--- config.mk ---
export PLATFORM = sky130hd
export DESIGN_NAME = clock_time_setter
export DESIGN_NICKNAME = d
export VERILOG_FILES = /design/src/rtl/clock_set_pkg.sv /design/src/rtl/btn_debounce.sv /design/src/rtl/clock_time_setter.sv
export SDC_FILE = /design/constraint.sdc
export NUM_CORES = 1
export LEC_CHECK = 0
export ABC_AREA = 1
export CAP_MARGIN = 0
export CORE_ASPECT_RATIO = 1.1
export CORE_MARGIN = 2
export CORE_UTILIZATION = 50
export DETAILED_ROUTE_END_ITERATION = 10
export GPL_TIMING_DRIVEN = 0
export PLACE_DENSITY_LB_ADDON = 0.08
export REMOVE_ABC_BUFFERS = 1
export SETUP_SLACK_MARGIN = 0.1
export SYNTH_ARGS = -nofsm -noshare
export SYNTH_HDL_FRONTEND = slang
export SYNTH_HIERARCHICAL = 1
export SYNTH_SLANG_ARGS = --single-unit
--- constraint.sdc ---
create_clock -name CLK -period 3.18 [get_ports CLK]
set_clock_uncertainty 0.1 [all_clocks]
set_input_delay 0.477 -clock CLK [delete_from_list [all_inputs] [get_ports CLK]]
set_output_delay 0.477 -clock CLK [all_outputs]
set_load 0.01 [all_outputs]
--- src/rtl/clock_set_pkg.sv ---
// Shared definitions for the clock time-entry front end: FSM state encoding,
// field selector codes, BCD limits and the BCD field arithmetic helpers.
`timescale 1ns/1ps
package clock_set_pkg;

  typedef enum logic [2:0] {
    ST_IDLE    = 3'd0,
    ST_SET_HR  = 3'd1,
    ST_SET_MIN = 3'd2,
    ST_SET_SEC = 3'd3,
    ST_COMMIT  = 3'd4
  } state_t;

  localparam logic [1:0] FLD_NONE = 2'd0;
  localparam logic [1:0] FLD_HR   = 2'd1;
  localparam logic [1:0] FLD_MIN  = 2'd2;
  localparam logic [1:0] FLD_SEC  = 2'd3;

  localparam logic [7:0] HR_MAX = 8'h23;
  localparam logic [7:0] MS_MAX = 8'h59;

  // Two-digit BCD increment with wrap to 00 once max_val is reached.
  function automatic logic [7:0] bcd_inc(input logic [7:0] val, input logic [7:0] max_val);
    logic [7:0] res;
    if (val >= max_val) begin
      res = 8'h00;
    end else if (val[3:0] >= 4'd9) begin
      res = {val[7:4] + 4'd1, 4'd0};
    end else begin
      res = {val[7:4], val[3:0] + 4'd1};
    end
    return res;
  endfunction

  // Two-digit BCD decrement with wrap from 00 to max_val.
  function automatic logic [7:0] bcd_dec(input logic [7:0] val, input logic [7:0] max_val);
    logic [7:0] res;
    if (val == 8'h00) begin
      res = max_val;
    end else if (val[3:0] == 4'd0) begin
      res = {val[7:4] - 4'd1, 4'd9};
    end else begin
      res = {val[7:4], val[3:0] - 4'd1};
    end
    return res;
  endfunction

  // True when every digit is in range and hours do not exceed 23.
  function automatic logic time_valid(input logic [23:0] t);
    logic ok;
    ok = (t[23:20] <= 4'd2) && (t[19:16] <= 4'd9) &&
         (t[15:12] <= 4'd5) && (t[11:8]  <= 4'd9) &&
         (t[7:4]   <= 4'd5) && (t[3:0]   <= 4'd9) &&
         (t[23:16] <= HR_MAX);
    return ok;
  endfunction

endpackage

--- src/rtl/btn_debounce.sv ---
// Push-button conditioner: 2-FF synchroniser, stability counter and a
// one-cycle pulse on every accepted rising level.
`timescale 1ns/1ps
module btn_debounce #(
  parameter logic [15:0] DEBOUNCE_CYCLES = 16'd50000
) (
  input  logic clk,
  input  logic rst_n,
  input  logic btn_raw,
  output logic press
);

  logic        sync1_r;
  logic        sync2_r;
  logic        level_r;
  logic        press_r;
  logic [15:0] cnt_r;

  // Bring the asynchronous button into the clock domain.
  always_ff @(posedge clk or negedge rst_n) begin
    if (!rst_n) begin
      sync1_r <= 1'b0;
      sync2_r <= 1'b0;
    end else begin
      sync1_r <= btn_raw;
      sync2_r <= sync1_r;
    end
  end

  // Accept a new level only after enough consecutive differing samples; pulse on accepted 0->1.
  always_ff @(posedge clk or negedge rst_n) begin
    if (!rst_n) begin
      level_r <= 1'b0;
      cnt_r   <= 16'd0;
      press_r <= 1'b0;
    end else if (sync2_r == level_r) begin
      cnt_r   <= 16'd0;
      press_r <= 1'b0;
    end else if (cnt_r >= DEBOUNCE_CYCLES - 16'd1) begin
      level_r <= sync2_r;
      cnt_r   <= 16'd0;
      press_r <= sync2_r;
    end else begin
      cnt_r   <= cnt_r + 16'd1;
      press_r <= 1'b0;
    end
  end

  assign press = press_r;

endmodule

--- src/rtl/clock_time_setter.sv ---
// Time-entry front end for the 24-hour BCD clock: snapshots the running time,
// lets the user edit hours/minutes/seconds and commits with a Set_time strobe.
// Optional decrement button support is enabled by defining CLOCK_SET_DEC_EN.
`timescale 1ns/1ps
module clock_time_setter
  import clock_set_pkg::*;
#(
  parameter logic [15:0] DEBOUNCE_CYCLES = 16'd50000,
  parameter logic [31:0] TIMEOUT_CYCLES  = 32'd500000000,
  parameter logic [31:0] BLINK_CYCLES    = 32'd25000000
) (
  input  logic        CLK,
  input  logic        Reset_n,
  input  logic        Btn_mode,
  input  logic        Btn_inc,
  input  logic        Btn_dec,
  input  logic [23:0] Time_now,
  output logic [23:0] Time_in,
  output logic        Set_time,
  output logic        Edit_active,
  output logic [1:0]  Field_sel,
  output logic        Blink
);

  state_t      state_r, next_state_s;
  logic [23:0] time_in_r, time_next_s;
  logic        set_time_r, edit_r, blink_r;
  logic [1:0]  field_r, field_next_s;
  logic        edit_next_s;
  logic [31:0] tmo_cnt_r, blink_cnt_r;
  logic        mode_p_s, inc_p_s, inc_ok_s, any_p_s, tmo_hit_s;
  logic [7:0]  field_val_s, field_max_s, field_new_s;

  btn_debounce #(.DEBOUNCE_CYCLES(DEBOUNCE_CYCLES)) u_mode_db (
    .clk(CLK), .rst_n(Reset_n), .btn_raw(Btn_mode), .press(mode_p_s)
  );

  btn_debounce #(.DEBOUNCE_CYCLES(DEBOUNCE_CYCLES)) u_inc_db (
    .clk(CLK), .rst_n(Reset_n), .btn_raw(Btn_inc), .press(inc_p_s)
  );

`ifdef CLOCK_SET_DEC_EN
  logic dec_p_s, dec_ok_s;

  btn_debounce #(.DEBOUNCE_CYCLES(DEBOUNCE_CYCLES)) u_dec_db (
    .clk(CLK), .rst_n(Reset_n), .btn_raw(Btn_dec), .press(dec_p_s)
  );

  // Mode wins over inc/dec; inc and dec together cancel each other.
  assign inc_ok_s = inc_p_s & ~dec_p_s & ~mode_p_s;
  assign dec_ok_s = dec_p_s & ~inc_p_s & ~mode_p_s;
  assign any_p_s  = mode_p_s | inc_p_s | dec_p_s;
`else
  logic unused_dec_s;
  assign unused_dec_s = Btn_dec;
  assign inc_ok_s     = inc_p_s & ~mode_p_s;
  assign any_p_s      = mode_p_s | inc_p_s;
`endif

  assign tmo_hit_s = (tmo_cnt_r == TIMEOUT_CYCLES - 32'd1) & ~any_p_s;

  // Select the edited field and compute its adjusted BCD value.
  always_comb begin
    field_val_s = 8'h00;
    field_max_s = HR_MAX;
    case (state_r)
      ST_SET_HR:  begin field_val_s = time_in_r[23:16]; field_max_s = HR_MAX; end
      ST_SET_MIN: begin field_val_s = time_in_r[15:8];  field_max_s = MS_MAX; end
      ST_SET_SEC: begin field_val_s = time_in_r[7:0];   field_max_s = MS_MAX; end
      default:    begin field_val_s = 8'h00;            field_max_s = HR_MAX; end
    endcase
    field_new_s = field_val_s;
    if (inc_ok_s) begin
      field_new_s = bcd_inc(field_val_s, field_max_s);
    end
`ifdef CLOCK_SET_DEC_EN
    else if (dec_ok_s) begin
      field_new_s = bcd_dec(field_val_s, field_max_s);
    end
`endif
    else begin
      field_new_s = field_val_s;
    end
  end

  // Next-state and next-value logic for the edit FSM.
  always_comb begin
    next_state_s = state_r;
    time_next_s  = time_in_r;
    case (state_r)
      ST_IDLE: begin
        if (mode_p_s) begin
          next_state_s = ST_SET_HR;
          time_next_s  = time_valid(Time_now) ? Time_now : 24'h000000;
        end else begin
          next_state_s = ST_IDLE;
        end
      end
      ST_SET_HR: begin
        if (mode_p_s) begin
          next_state_s = ST_SET_MIN;
        end else if (tmo_hit_s) begin
          next_state_s = ST_IDLE;
        end else begin
          time_next_s = {field_new_s, time_in_r[15:0]};
        end
      end
      ST_SET_MIN: begin
        if (mode_p_s) begin
          next_state_s = ST_SET_SEC;
        end else if (tmo_hit_s) begin
          next_state_s = ST_IDLE;
        end else begin
          time_next_s = {time_in_r[23:16], field_new_s, time_in_r[7:0]};
        end
      end
      ST_SET_SEC: begin
        if (mode_p_s) begin
          next_state_s = ST_COMMIT;
        end else if (tmo_hit_s) begin
          next_state_s = ST_IDLE;
        end else begin
          time_next_s = {time_in_r[23:8], field_new_s};
        end
      end
      ST_COMMIT: next_state_s = ST_IDLE;
      default:   next_state_s = ST_IDLE;
    endcase
  end

  // Decode the upcoming state into field selector and edit flag so they register alongside it.
  always_comb begin
    field_next_s = FLD_NONE;
    edit_next_s  = 1'b0;
    case (next_state_s)
      ST_SET_HR:  begin field_next_s = FLD_HR;   edit_next_s = 1'b1; end
      ST_SET_MIN: begin field_next_s = FLD_MIN;  edit_next_s = 1'b1; end
      ST_SET_SEC: begin field_next_s = FLD_SEC;  edit_next_s = 1'b1; end
      default:    begin field_next_s = FLD_NONE; edit_next_s = 1'b0; end
    endcase
  end

  // State register.
  always_ff @(posedge CLK or negedge Reset_n) begin
    if (!Reset_n) begin
      state_r <= ST_IDLE;
    end else begin
      state_r <= next_state_s;
    end
  end

  // Registered outputs: edited time, commit strobe, edit flag and field selector.
  always_ff @(posedge CLK or negedge Reset_n) begin
    if (!Reset_n) begin
      time_in_r  <= 24'h000000;
      set_time_r <= 1'b0;
      edit_r     <= 1'b0;
      field_r    <= FLD_NONE;
    end else begin
      time_in_r  <= time_next_s;
      set_time_r <= (next_state_s == ST_COMMIT);
      edit_r     <= edit_next_s;
      field_r    <= field_next_s;
    end
  end

  // Inactivity counter: restarts on any button pulse, any state change, and outside editing.
  always_ff @(posedge CLK or negedge Reset_n) begin
    if (!Reset_n) begin
      tmo_cnt_r <= 32'd0;
    end else if ((next_state_s != state_r) || any_p_s || !edit_next_s) begin
      tmo_cnt_r <= 32'd0;
    end else begin
      tmo_cnt_r <= tmo_cnt_r + 32'd1;
    end
  end

  // Blink generator: starts high on entering edit, toggles every BLINK_CYCLES, held low otherwise.
  always_ff @(posedge CLK or negedge Reset_n) begin
    if (!Reset_n) begin
      blink_r     <= 1'b0;
      blink_cnt_r <= 32'd0;
    end else if (!edit_next_s) begin
      blink_r     <= 1'b0;
      blink_cnt_r <= 32'd0;
    end else if (state_r == ST_IDLE) begin
      blink_r     <= 1'b1;
      blink_cnt_r <= 32'd0;
    end else if (blink_cnt_r >= BLINK_CYCLES - 32'd1) begin
      blink_r     <= ~blink_r;
      blink_cnt_r <= 32'd0;
    end else begin
      blink_cnt_r <= blink_cnt_r + 32'd1;
    end
  end

  assign Time_in     = time_in_r;
  assign Set_time    = set_time_r;
  assign Edit_active = edit_r;
  assign Field_sel   = field_r;
  assign Blink       = blink_r;

endmodule

==> summary.md, run 1 <==
| Metric | Value |
|---|---|
| Core Area | `between 15,000 and 20,000 um^2` |
| FILL cells | `roughly 1,400` |
| Die area | `16,600 um^2` |
| Mapped cell area | `7800 um^2` |
| Fin nets | `1,117` |
| Maxcap violations | `0` |
| Synthesis-to-finish area growth | `18.6%` |
| Cell row count | `47` |
| Post-DP HPWL | `12,000 um` |
| Grt peak-use layer | `met2` |
| Congestion Overflow GR | `0` |
| Drt first pass iters | `5` |
| Non-filler cells in the finished layout | `between 1,000 and 1,500` |
| Crit-path max FO | `16` |
| Routed Antenna Nets | `0` |
| Outcome | `finished clean` |
| Final hold viol count | `0` |
| Mux contribution to synthesized area | `0%` |
| Critical path class | `register to register` |
| Vias per cell | `slightly above 5` |
| Peak VDD IR | `approximately 0.00036 V` |
| Slew @ Worst Pin | `just over 0.9 ns` |
| Dpl cells | `approximately 1,200` |
| Port Buffers | `between 50 and 60` |
| Die W | `between 100 and 150 um` |
| Synth Warn # | `6` |
| Largest family of logic cells by synthesized area | `simple AND/OR/NAND/NOR gates` |
| Dpl ws | `between 0.008 and 0.009 ns` |
| Drt initial violations | `~380` |
| Met3 global-route usage | `4.81%` |
| Max Buffers Root-to-Sink | `2` |
| Synth Register Bits | `approximately 140` |
| WL final | `17,200 um` |
| Finish-stage setup viols | `0` |
| Worst path required time | `roughly 3.4 ns` |
| Cells after Synth | `1,004` |
| Worst Slack Setup Final | `~0.33 ns` |
| Worst Hold End | `u_inc_db/sync2_r$_DFF_PN0_` |
| Simple-Gate Fraction of Synth Area | `35.1%` |
| PnR Total Power | `slightly above 4 mW` |
| Initial antenna violation count | `0` |
| TritonCTS clock tree | `built` |
| Final Cycle Share | `between 80% and 90%` |
| Clk_lat worst skew | `between 0.4 and 0.5 ns` |
| CP endpoint kind | `register` |
| RR Endpoint | `Time_in[3]$_DFFE_PN0P_` |
| Finished Core Util | `between 60 and 70%` |
| Fraction of registers with async set/reset | `100%` |
| Power Dens Cells | `439 nW/um^2` |
| Prevailing post-synth register cell | `dfrtp_1` |
| Post-synthesis sequential area ratio | `43.6%` |
| Hold path depth | `0` |
| Met1 usage | `between 30 and 40%` |
| Syn avg cell area | `7.77 um^2` |
| Most instantiated cells after synthesis | `192 x nand2_1, 162 x nor2_1, 136 x dfrtp_1` |
| Synth Area in Compound Gates | `about 3.6%` |
| Most frequent cell after synthesis | `nand2_1` |
| Yosys cell types | `40` |
| Largest area contributor in the netlist | `dfrtp_1` |
| Die H | `~130 um` |
| Clock H-tree levels | `4` |
| Largest net degree at the start of global routing | `91` |
| First-pass GRT wire length | `29,400 um` |
| DRC | `0` |
| Reg clk slew, reported paths | `roughly 0.06 ns` |
| Slew margin rel. | `38.3%` |
| RePlAce Congestion | `0.927` |
| Number of diodes | `0` |
| Layout cells sized above 1 | `a little under a tenth` |
| Gr usage total | `about 22%` |
| Cell Area, Placed | `between 8000 and 9000 um^2` |
| Synth top area share | `a little over two fifths` |
| Via Count | `6,483` |
| Unrepaired setup endpoints after global routing | `false` |
| Cells on worst reg2reg path | `13` |
| Starting density of the core | `between 50% and 60%` |
| Adder-Cell Fraction of Synth Area | `between 2 and 2.5%` |
| Leakage | `approximately 4.2 nW` |
| Number of global-route vias before repair | `between 6,000 and 7,000` |
| Fin. max-slew vios | `0` |
| Post-Synth XOR/XNOR Area | `6.96%` |
| Final min period | `between 2 and 3 ns` |
| Hold path start | `u_inc_db/sync1_r$_DFF_PN0_` |
| Post-synth EDFFs | `0` |
| FF/Latch Area | `3400 um^2` |
| Root Driver | `clkbuf_16` |
| Start of the worst register-to-register path | `state_r[2]$_DFF_PN0_` |
| Area of the multi-input gates | `~3800 um^2` |
| Synth area leaders | `dfrtp_1 44%, nand2_1 9.2%, nor2_1 7.8%` |
| Met2 Usage GRT | `between 30% and 40%` |
| WL/cell | `between 10 and 15 um` |
| Flop-to-flop setup slack | `0.33 ns` |
| Ports | `58` |
| Max frequency | `approximately 350 MHz` |
| Crit path launch type | `register` |
| Final Cell Area | `just over 9000 um^2` |
| Worst endpoint data arrival time | `~3.1 ns` |
| CTS Buf Count | `17` |
| Clock sink count | `between 100 and 150` |
| Hold Crit Class | `register to register` |
-- cells in the final DEF, fill, tap and decap left out, drive strengths merged, types with 2 or more instances in the layout --
cell type,Yosys,routed
nand2,207,207
xnor2,16,16
clkinv,0,3
clkdlybuf4s50,0,55
inv,139,140
bufinv,0,5
buf,15,9
conb,1,7
dfrtp,136,136
nand3b,3,3
nor3b,2,2
clkbuf,4,21
nand3,76,76
nor3,66,66
a21oi,32,32
clkinvlp,0,2
o211ai,3,3
nand4,31,31
and3,2,2
nor4,12,12
ha,13,13
or2,2,2
o21ai,10,10
nor2,182,182
xor2,46,46
-- final cells by class --
type                       instances  share of cell area, %
tap                              196                   2.65
timing repair buffer              65                   7.18
inverter                         139                   5.65
clock inverter                    11                   2.08
sequential                       136                   36.8
clock buffer                      21                   4.98
multi-input combinational        716                   40.7
-- worst max path at each step --
| stage | to | slack, ns | startpoint | depth (start not counted) |
|---|---|---|---|---|
| global placement | u_inc_db/cnt_r[3]$_DFF_PN0_ | -4.00 | Reset_n | 1 |
| finish | Time_in[3]$_DFFE_PN0P_ | 0.33 | state_r[2]$_DFF_PN0_ | 13 |
| detailed placement | Time_in[12]$_DFFE_PN0P_ | 0.009 | state_r[2]$_DFF_PN0_ | 13 |
| floorplan | Time_in[10]$_DFFE_PN0P_ | 0.70 | state_r[2]$_DFF_PN0_ | 13 |
| CTS | Time_in[3]$_DFFE_PN0P_ | 0.11 | state_r[0]$_DFF_PN0_ | 12 |
| global route | Time_in[3]$_DFFE_PN0P_ | 0.13 | state_r[2]$_DFF_PN0_ | 13 |
-- layer usage --
layer	part of all wire [%]	routed length, um	vias to the layer above
li1	-	-	3341
met1	48	8210	3002
met2	47	8120	122
met3	4.1	703	18
met4	1.2	204	0
met5	0	0	-
-- worst max-delay path, cell delays in order (launching register included) --
cell and delay (ns):
dfrtp_1 0.42, inv_2 0.18, nand3_2 0.14, clkinv_2 0.23, nand2_1 0.10, o211ai_2 0.14
inv_1 0.12, ha_1 0.21, nor2_1 0.09, nand4_1 0.22, nand3_2 0.19, a21boi_1 0.34
nand3_1 0.13, a21oi_1 0.15
-- flip-flops by register name, indices dropped and copies added (netlist names) --
register and cells:
u_inc_db/cnt_r 16, blink_cnt_r 32, Blink 1, u_inc_db/press 1, Time_in 24, state_r 3
u_inc_db/sync1_r 1, u_mode_db/press 1, u_inc_db/sync2_r 1, Set_time 1, u_mode_db/sync1_r 1, Field_sel 2
u_inc_db/level_r 1, Edit_active 1, u_mode_db/level_r 1, u_mode_db/sync2_r 1, u_mode_db/cnt_r 16, tmo_cnt_r 32
-- where the power goes --
part / leakage, nW / internal [mW] / switching (mW)
sequential: 1.77 / 1.74 / 0.00886
combinational: 2.11 / 0.0464 / 0.0624
clock: 0.314 / 1.44 / 0.764
-- stage by stage --
stage | setup TNS (ns) | hold WS (ns)
finish | 0 | 0.246
global placement | -541.88 | 0.233
global route | 0 | 0.252
detailed placement | 0 | 0.235
floorplan | 0 | 0.0814
CTS | 0 | 0.248
-- cell families after synthesis --
logic type	Yosys count
and+or+nand+nor	584
buffers and inverters	158
DFF	136
xor gates and xnor gates	62
AOI/OAI and AO/OA	50
adders and majority gates	13
other	1
-- what timing repair did --
| item | 4_1_cts | 5_1_grt |
|---|---|---|
| endpoints found under the hold margin | 46 | 0 |
| resized for setup | 1 | 2 |
| hold buffers | 1 | 0 |
| buffers inserted | 0 | 7 |
| pin swaps | 1 | 2 |
| setup endpoints to repair | 19 | 24 |
(Power assumes the default switching activity.)
==> run 2, diff against run 1 <==
==> constraint.sdc (replaced) <==
create_clock -name CLK -period 2.91 [get_ports CLK]
set_clock_uncertainty 0.1 [all_clocks]
set_input_delay 0.4365 -clock CLK [delete_from_list [all_inputs] [get_ports CLK]]
set_output_delay 0.4365 -clock CLK [all_outputs]
set_load 0.01 [all_outputs]
==> run 2 against run 1 <==
- sequential power rose by 9.7%
- via count increased by 2.4%
- register-to-register slack got worse by 0.15 ns
- clock-buffer cell count stayed put
- worst hold slack about the same
- non-clock buffer count rose by 13
- sequential cell count is the same
- sequential share of layout area fell by 0.69 points
- design area increased by 2.0%
- die area did not move
- critical endpoint is now Time_in[13]$_DFFE_PN0P_
==> summary.md, run 2 (synthesized netlist as in run 1, its figures left out) <==
| Metric | Value |
|---|---|
| Fin. max-slew vios | `0` |
| Ports | `58` |
| Cell Area, Placed | `about 8500 um^2` |
| Final hold viol count | `0` |
| Gr usage total | `22.6%` |
| Slew @ Worst Pin | `roughly 0.9 ns` |
| Number of global-route vias before repair | `6,212` |
| Drt initial violations | `426` |
| Port Buffers | `56` |
| Fin nets | `1,133` |
| Worst path required time | `3.15 ns` |
| Unrepaired setup endpoints after global routing | `false` |
| Layout cells sized above 1 | `11.1%` |
| Most common cell after layout, fill and taps aside | `nand2_1` |
| Clk_lat worst skew | `0.43 ns` |
| CP endpoint kind | `register` |
| Slew margin rel. | `about two fifths` |
| Maxcap violations | `0` |
| Crit path launch type | `register` |
| Final min period | `approximately 2.7 ns` |
| Post-DP HPWL | `12,000 um` |
| Finish-stage setup viols | `0` |
| Hold_ws | `around 0.25 ns` |
| Peak VDD IR | `between 0.0003 and 0.0004 V` |
| Worst endpoint data arrival time | `between 2 and 3 ns` |
| Finished Core Util | `62.2%` |
| DRC | `0` |
| Largest net degree at the start of global routing | `91` |
| Root Driver | `clkbuf_16` |
| Outcome | `finished clean` |
| Leakage | `roughly 4.3 nW` |
| Flop-to-flop setup slack | `between 0.15 and 0.2 ns` |
| Synthesis-to-finish area growth | `21.0%` |
| Critical path class | `register to register` |
| Power Dens Cells | `471 nW/um^2` |
| Most frequent cells in the layout | `191 x nand2_1, 162 x nor2_1, 133 x dfrtp_1` |
| Number of diodes | `0` |
| Die W | `approximately 120 um` |
| Clock sink count | `136` |
| Drt first pass iters | `5` |
| Max frequency | `between 300 and 400 MHz` |
| Die H | `135 um` |
| TritonCTS clock tree | `built` |
| Cell row count | `47` |
| WL final | `about 18,000 um` |
| Routed Antenna Nets | `0` |
| FILL cells | `roughly 1,400` |
| Starting density of the core | `between 50 and 60%` |
| Vias per cell | `5.11` |
| Setup TNS | `0 ns` |
| CTS Buf Count | `17` |
| Crit-path max FO | `9` |
| Core Area | `15,200 um^2` |
| Clock H-tree levels | `4` |
| Reg clk slew, reported paths | `0.06 ns` |
| Max Buffers Root-to-Sink | `2` |
| Final Cell Area | `~9400 um^2` |
| WL/cell | `approximately 14 um` |
| Hold Crit Class | `register to register` |
| RePlAce Congestion | `0.927` |
| Die area | `16,600 um^2` |
| Final Cycle Share | `93.6%` |
| Congestion Overflow GR | `0` |
| Via Count | `approximately 6,600` |
| Initial antenna violation count | `0` |
| PnR Total Power | `between 4 and 5 mW` |
| First-pass GRT wire length | `roughly 30,000 um` |
==> run 2: cell count changes in the layout (fill, tap and decap cells not counted), sizes merged <==
cell | before | now
nor2 | 182 | 183
nand2 | 207 | 209
buf | 9 | 22
==> run 2: metrics by stage <==
| stage | worst slack (ns) | cells |
|---|---|---|
| floorplan | 0.428 | 991 |
| global placement | -4.23 | 1243 |
| detailed placement | -0.261 | 1244 |
| CTS | 0.143 | 1286 |
| global route | 0.0827 | 1300 |
| finish | 0.187 | 1300 |
==> run 2: path summary, 6_finish.rpt <==
check,depth (start not counted),from,to
max,14,state_r[0]$_DFF_PN0_,Time_in[13]$_DFFE_PN0P_
min,0,u_inc_db/sync1_r$_DFF_PN0_,u_inc_db/sync2_r$_DFF_PN0_
max reg2reg,14,state_r[0]$_DFF_PN0_,Time_in[13]$_DFFE_PN0P_
min reg2reg,0,u_inc_db/sync1_r$_DFF_PN0_,u_inc_db/sync2_r$_DFF_PN0_
max in group asynchronous,3,Reset_n,state_r[1]$_DFF_PN0_
min in group asynchronous,2,Reset_n,blink_cnt_r[2]$_DFF_PN0_
==> run 2: area by class of cell <==
class                   count  area [um^2]  area share, %
multi-input cells         719         3820           40.4
well taps                 196          245           2.60
clock inverters            11          193           2.04
inverters                 139          529           5.61
flip-flops and latches    136         3410           36.1
clock buffers              21          460           4.88
repair buffers             78          787           8.34
==> run 2: repair_timing <==
| item | 4_1_cts | 5_1_grt |
|---|---|---|
| hold buffers | 1 | 0 |
| setup buffers | 9 | 11 |
| gates resized for setup | 6 | 11 |
| gates cloned | 0 | 3 |
| pin swaps | 2 | 7 |
| hold endpoints to repair | 46 | 0 |
| setup endpoints to repair | 56 | 58 |
==> run 2: per-layer routing <==
metal / track usage, % / vias to the layer above / wire length, um
met1: 31.0 / 3062 / 8330
li1: - / 3383 / -
met3: 4.10 / 30 / 816
met2: 35.9 / 162 / 8610
met4: 8.33 / 0 / 328
met5: 0 / - / 0
==> run 2: worst max-delay path, stage by stage, from the launching register on <==
cell and delay (ns):
dfrtp_2 0.49, inv_2 0.18, nor2_4 0.07, buf_4 0.14, buf_12 0.12, nand2_1 0.06
nand3_2 0.12, ha_1 0.31, a21oi_1 0.13, nor2_1 0.06, nor3_2 0.24, nand2_2 0.18
nand2_2 0.19, nand3_1 0.10, a21oi_1 0.14
==> run 2: power by group <==
part	switching, mW	internal (mW)	leakage, nW
clock network	0.840	1.57	0.314
logic	0.0681	0.0507	2.22
registers	0.00972	1.91	1.76
total	0.917	3.52	4.29
==> run 3, diff against run 2 <==
--- a/config.mk
+++ b/config.mk
@@ -10,6 +10,7 @@
 export CORE_ASPECT_RATIO = 1.1
 export CORE_MARGIN = 2
 export CORE_UTILIZATION = 50
+export CTS_BUF_LIST = sky130_fd_sc_hd__clkbuf_16
 export DETAILED_ROUTE_END_ITERATION = 10
 export GPL_TIMING_DRIVEN = 0
 export PLACE_DENSITY_LB_ADDON = 0.08
==> run 3 against run 2 <==
- non-clock buffer count did not move
- clock-buffer cell count fell by 4
- die area did not move
- design area fell by 0.21%
- via count fell by 0.38%
- maximum frequency rose by 0.86%
- power fell by 1.4%
- worst setup slack improved by 0.023 ns
- critical path type unchanged
- critical endpoint is now Time_in[6]$_DFFE_PN0P_
==> summary.md, run 3 (synthesized netlist as in run 1, its figures left out) <==
| Metric | Value |
|---|---|
| Outcome | `finished clean` |
| Clk_lat worst skew | `~0.43 ns` |
| Clock H-tree levels | `4` |
| Starting density of the core | `between 50% and 60%` |
| Max Buffers Root-to-Sink | `2` |
| TritonCTS clock tree | `built` |
| DRC | `0` |
| FILL cells | `approximately 1,400` |
| Cell row count | `47` |
| Non-filler cells in the finished layout | `about 1,300` |
| Number of diodes | `0` |
| Hold Crit Class | `register to register` |
| Crit-path max FO | `9` |
| Maxcap violations | `0` |
| Critical path class | `register to register` |
| P_int | `3.47 mW` |
| Layout cells sized above 1 | `10.9%` |
| PnR Total Power | `around 4.4 mW` |
| Congestion Overflow GR | `0` |
| Drt initial violations | `roughly 460` |
| CP endpoint kind | `register` |
| Crit path launch type | `register` |
| WL final | `about 18,000 um` |
| Number of global-route vias before repair | `about 6,200` |
| Fin nets | `between 1,000 and 1,500` |
| Unrepaired setup endpoints after global routing | `false` |
| Leakage | `4.29 nW` |
| Die area | `around 17,000 um^2` |
| Port Buffers | `56` |
| Net Sw Frac | `20.9%` |
| First-pass GRT wire length | `about 30,000 um` |
| Worst endpoint data arrival time | `approximately 3 ns` |
| Root Driver | `clkbuf_16` |
| Drt first pass iters | `5` |
| Die W | `roughly 120 um` |
| Finish-stage setup viols | `0` |
| Most frequent cells in the layout | `191 x nand2_1, 162 x nor2_1, 133 x dfrtp_1, 133 x inv_1` |
| Fin. max-slew vios | `0` |
| Via Count | `6,612` |
| Reg clk slew, reported paths | `0.06 ns` |
| Power Dens Cells | `between 400 and 500 nW/um^2` |
| Flop pwr share | `a little over two fifths` |
| Initial antenna violation count | `0` |
| Clock sink count | `approximately 140` |
| Vias per cell | `just over 5` |
| Comb pwr share | `2.7%` |
| Post-DP HPWL | `about 12,000 um` |
| Routed Antenna Nets | `0` |
| Final min period | `2.70 ns` |
| Die H | `approximately 130 um` |
| Most common cell after layout, fill and taps aside | `nand2_1` |
| RePlAce Congestion | `just over 0.9` |
| Slew margin rel. | `between 30% and 40%` |
| Slew @ Worst Pin | `about 0.93 ns` |
| Final Cell Area | `approximately 9400 um^2` |
| Max frequency | `between 300 and 400 MHz` |
| Clock network fraction of total power | `53.5%` |
| Dpl cells | `1,244` |
| Cell Area, Placed | `8510 um^2` |
| Cell Chain, Critical Path | `inv_2, nor2_4, buf_4, buf_12, nand2_1, nand3_2, ha_1, a21oi_1, nor2_1, nor3_2, nand2_2, nand2_2, nand3_1, a21oi_1` |
| Sw power | `about 0.91 mW` |
| Gr usage total | `a little under a quarter` |
| Final Cycle Share | `between 90% and 100%` |
| Final hold viol count | `0` |
| CP peak stage delay | `about 0.5 ns` |
| Peak VDD IR | `between 0.0003 and 0.0004 V` |
| Synthesis-to-finish area growth | `20.8%` |
| Critical path's slowest cell | `dfrtp_2` |
| Ports | `58` |
| Worst path required time | `approximately 3.2 ns` |
| CTS Buf Count | `17` |
| WL/cell | `13.9 um` |
| Largest net degree at the start of global routing | `91` |
| Core Area | `15,200 um^2` |
## run 3: cell types whose count changed in the layout (fill, tap and decap cells not counted)
cell      previous run  this run
clkbuf_1             2         0
clkbuf_8             2         0
clkinv_1             0         2
inv_1              131       133
## run 3: worst paths after layout
| check | from | endpoint | slack [ns] | depth (start not counted) |
|---|---|---|---|---|
| worst max-delay path | state_r[0]$_DFF_PN0_ | Time_in[6]$_DFFE_PN0P_ | 0.21 | 14 |
| worst min-delay path | u_inc_db/sync1_r$_DFF_PN0_ | u_inc_db/sync2_r$_DFF_PN0_ | 0.25 | 0 |
| worst max register to register | state_r[0]$_DFF_PN0_ | Time_in[6]$_DFFE_PN0P_ | 0.21 | 14 |
| worst min register to register | u_inc_db/sync1_r$_DFF_PN0_ | u_inc_db/sync2_r$_DFF_PN0_ | 0.25 | 0 |
| max in group asynchronous | Reset_n | state_r[1]$_DFF_PN0_ | 1.49 | 3 |
| min in group asynchronous | Reset_n | blink_cnt_r[5]$_DFF_PN0_ | 0.42 | 2 |
## run 3: layer usage
| layer | vias up | global-route usage, % | part of all wire (%) |
|---|---|---|---|
| met5 | - | 0 | 0 |
| met4 | 0 | 8.33 | 2.0 |
| met3 | 29 | 4.10 | 3.7 |
| met2 | 143 | 35.9 | 48 |
| met1 | 3068 | 30.9 | 46 |
| li1 | 3372 | - | - |
## run 3: repair_timing
action                                 CTS  global route
setup endpoints to repair               56            58
endpoints found under the hold margin   46             0
resized for setup                        6            11
pin swaps                                2             7
hold buffers                             1             0
cloned                                   0             3
buffers inserted                         9            11
## run 3: cell type report
cell class,instances,area (um^2),share of cell area [%]
Tap cell,196,245,2.60
Multi-Input combinational cell,719,3820,40.5
Inverter,139,529,5.62
Sequential cell,136,3410,36.2
Clock buffer,17,425,4.52
Timing Repair Buffer,78,787,8.36
Clock inverter,15,208,2.21
## run 3: worst max-delay path, delay by kind of cell, from the launching register on
kind / cells / cell delay [ns]
buffers and inverters: 3 / 0.44
and+or+nand+nor: 8 / 1.00
DFF: 1 / 0.49
adders and majority gates: 1 / 0.31
AOI/OAI and AO/OA: 2 / 0.27
## run 3: per-stage QoR
stage | TNS [ns] | hold slack, ns | utilization (%) | setup slack [ns]
after floorplan | 0 | 0.0409 | - | 0.428
after global placement | -576.86 | 0.233 | 55.9 | -4.23
after detailed placement | -4.64 | 0.235 | 56.1 | -0.261
after CTS | 0 | 0.248 | 61.1 | 0.144
after global routing | 0 | 0.252 | 62.1 | 0.0824
final | 0 | 0.246 | 62.1 | 0.210
## run 3: power by group through the flow
stage | sequential (mW) | combinational [mW] | clock, mW
2_1_floorplan | 1.95 | 0.0338 | 0
3_3_place_gp | 1.95 | 0.116 | 0
3_5_place_dp | 1.95 | 0.121 | 0
4_1_cts | 1.92 | 0.124 | 2.39
5_1_grt | 1.92 | 0.137 | 2.47
6_report | 1.92 | 0.119 | 2.34
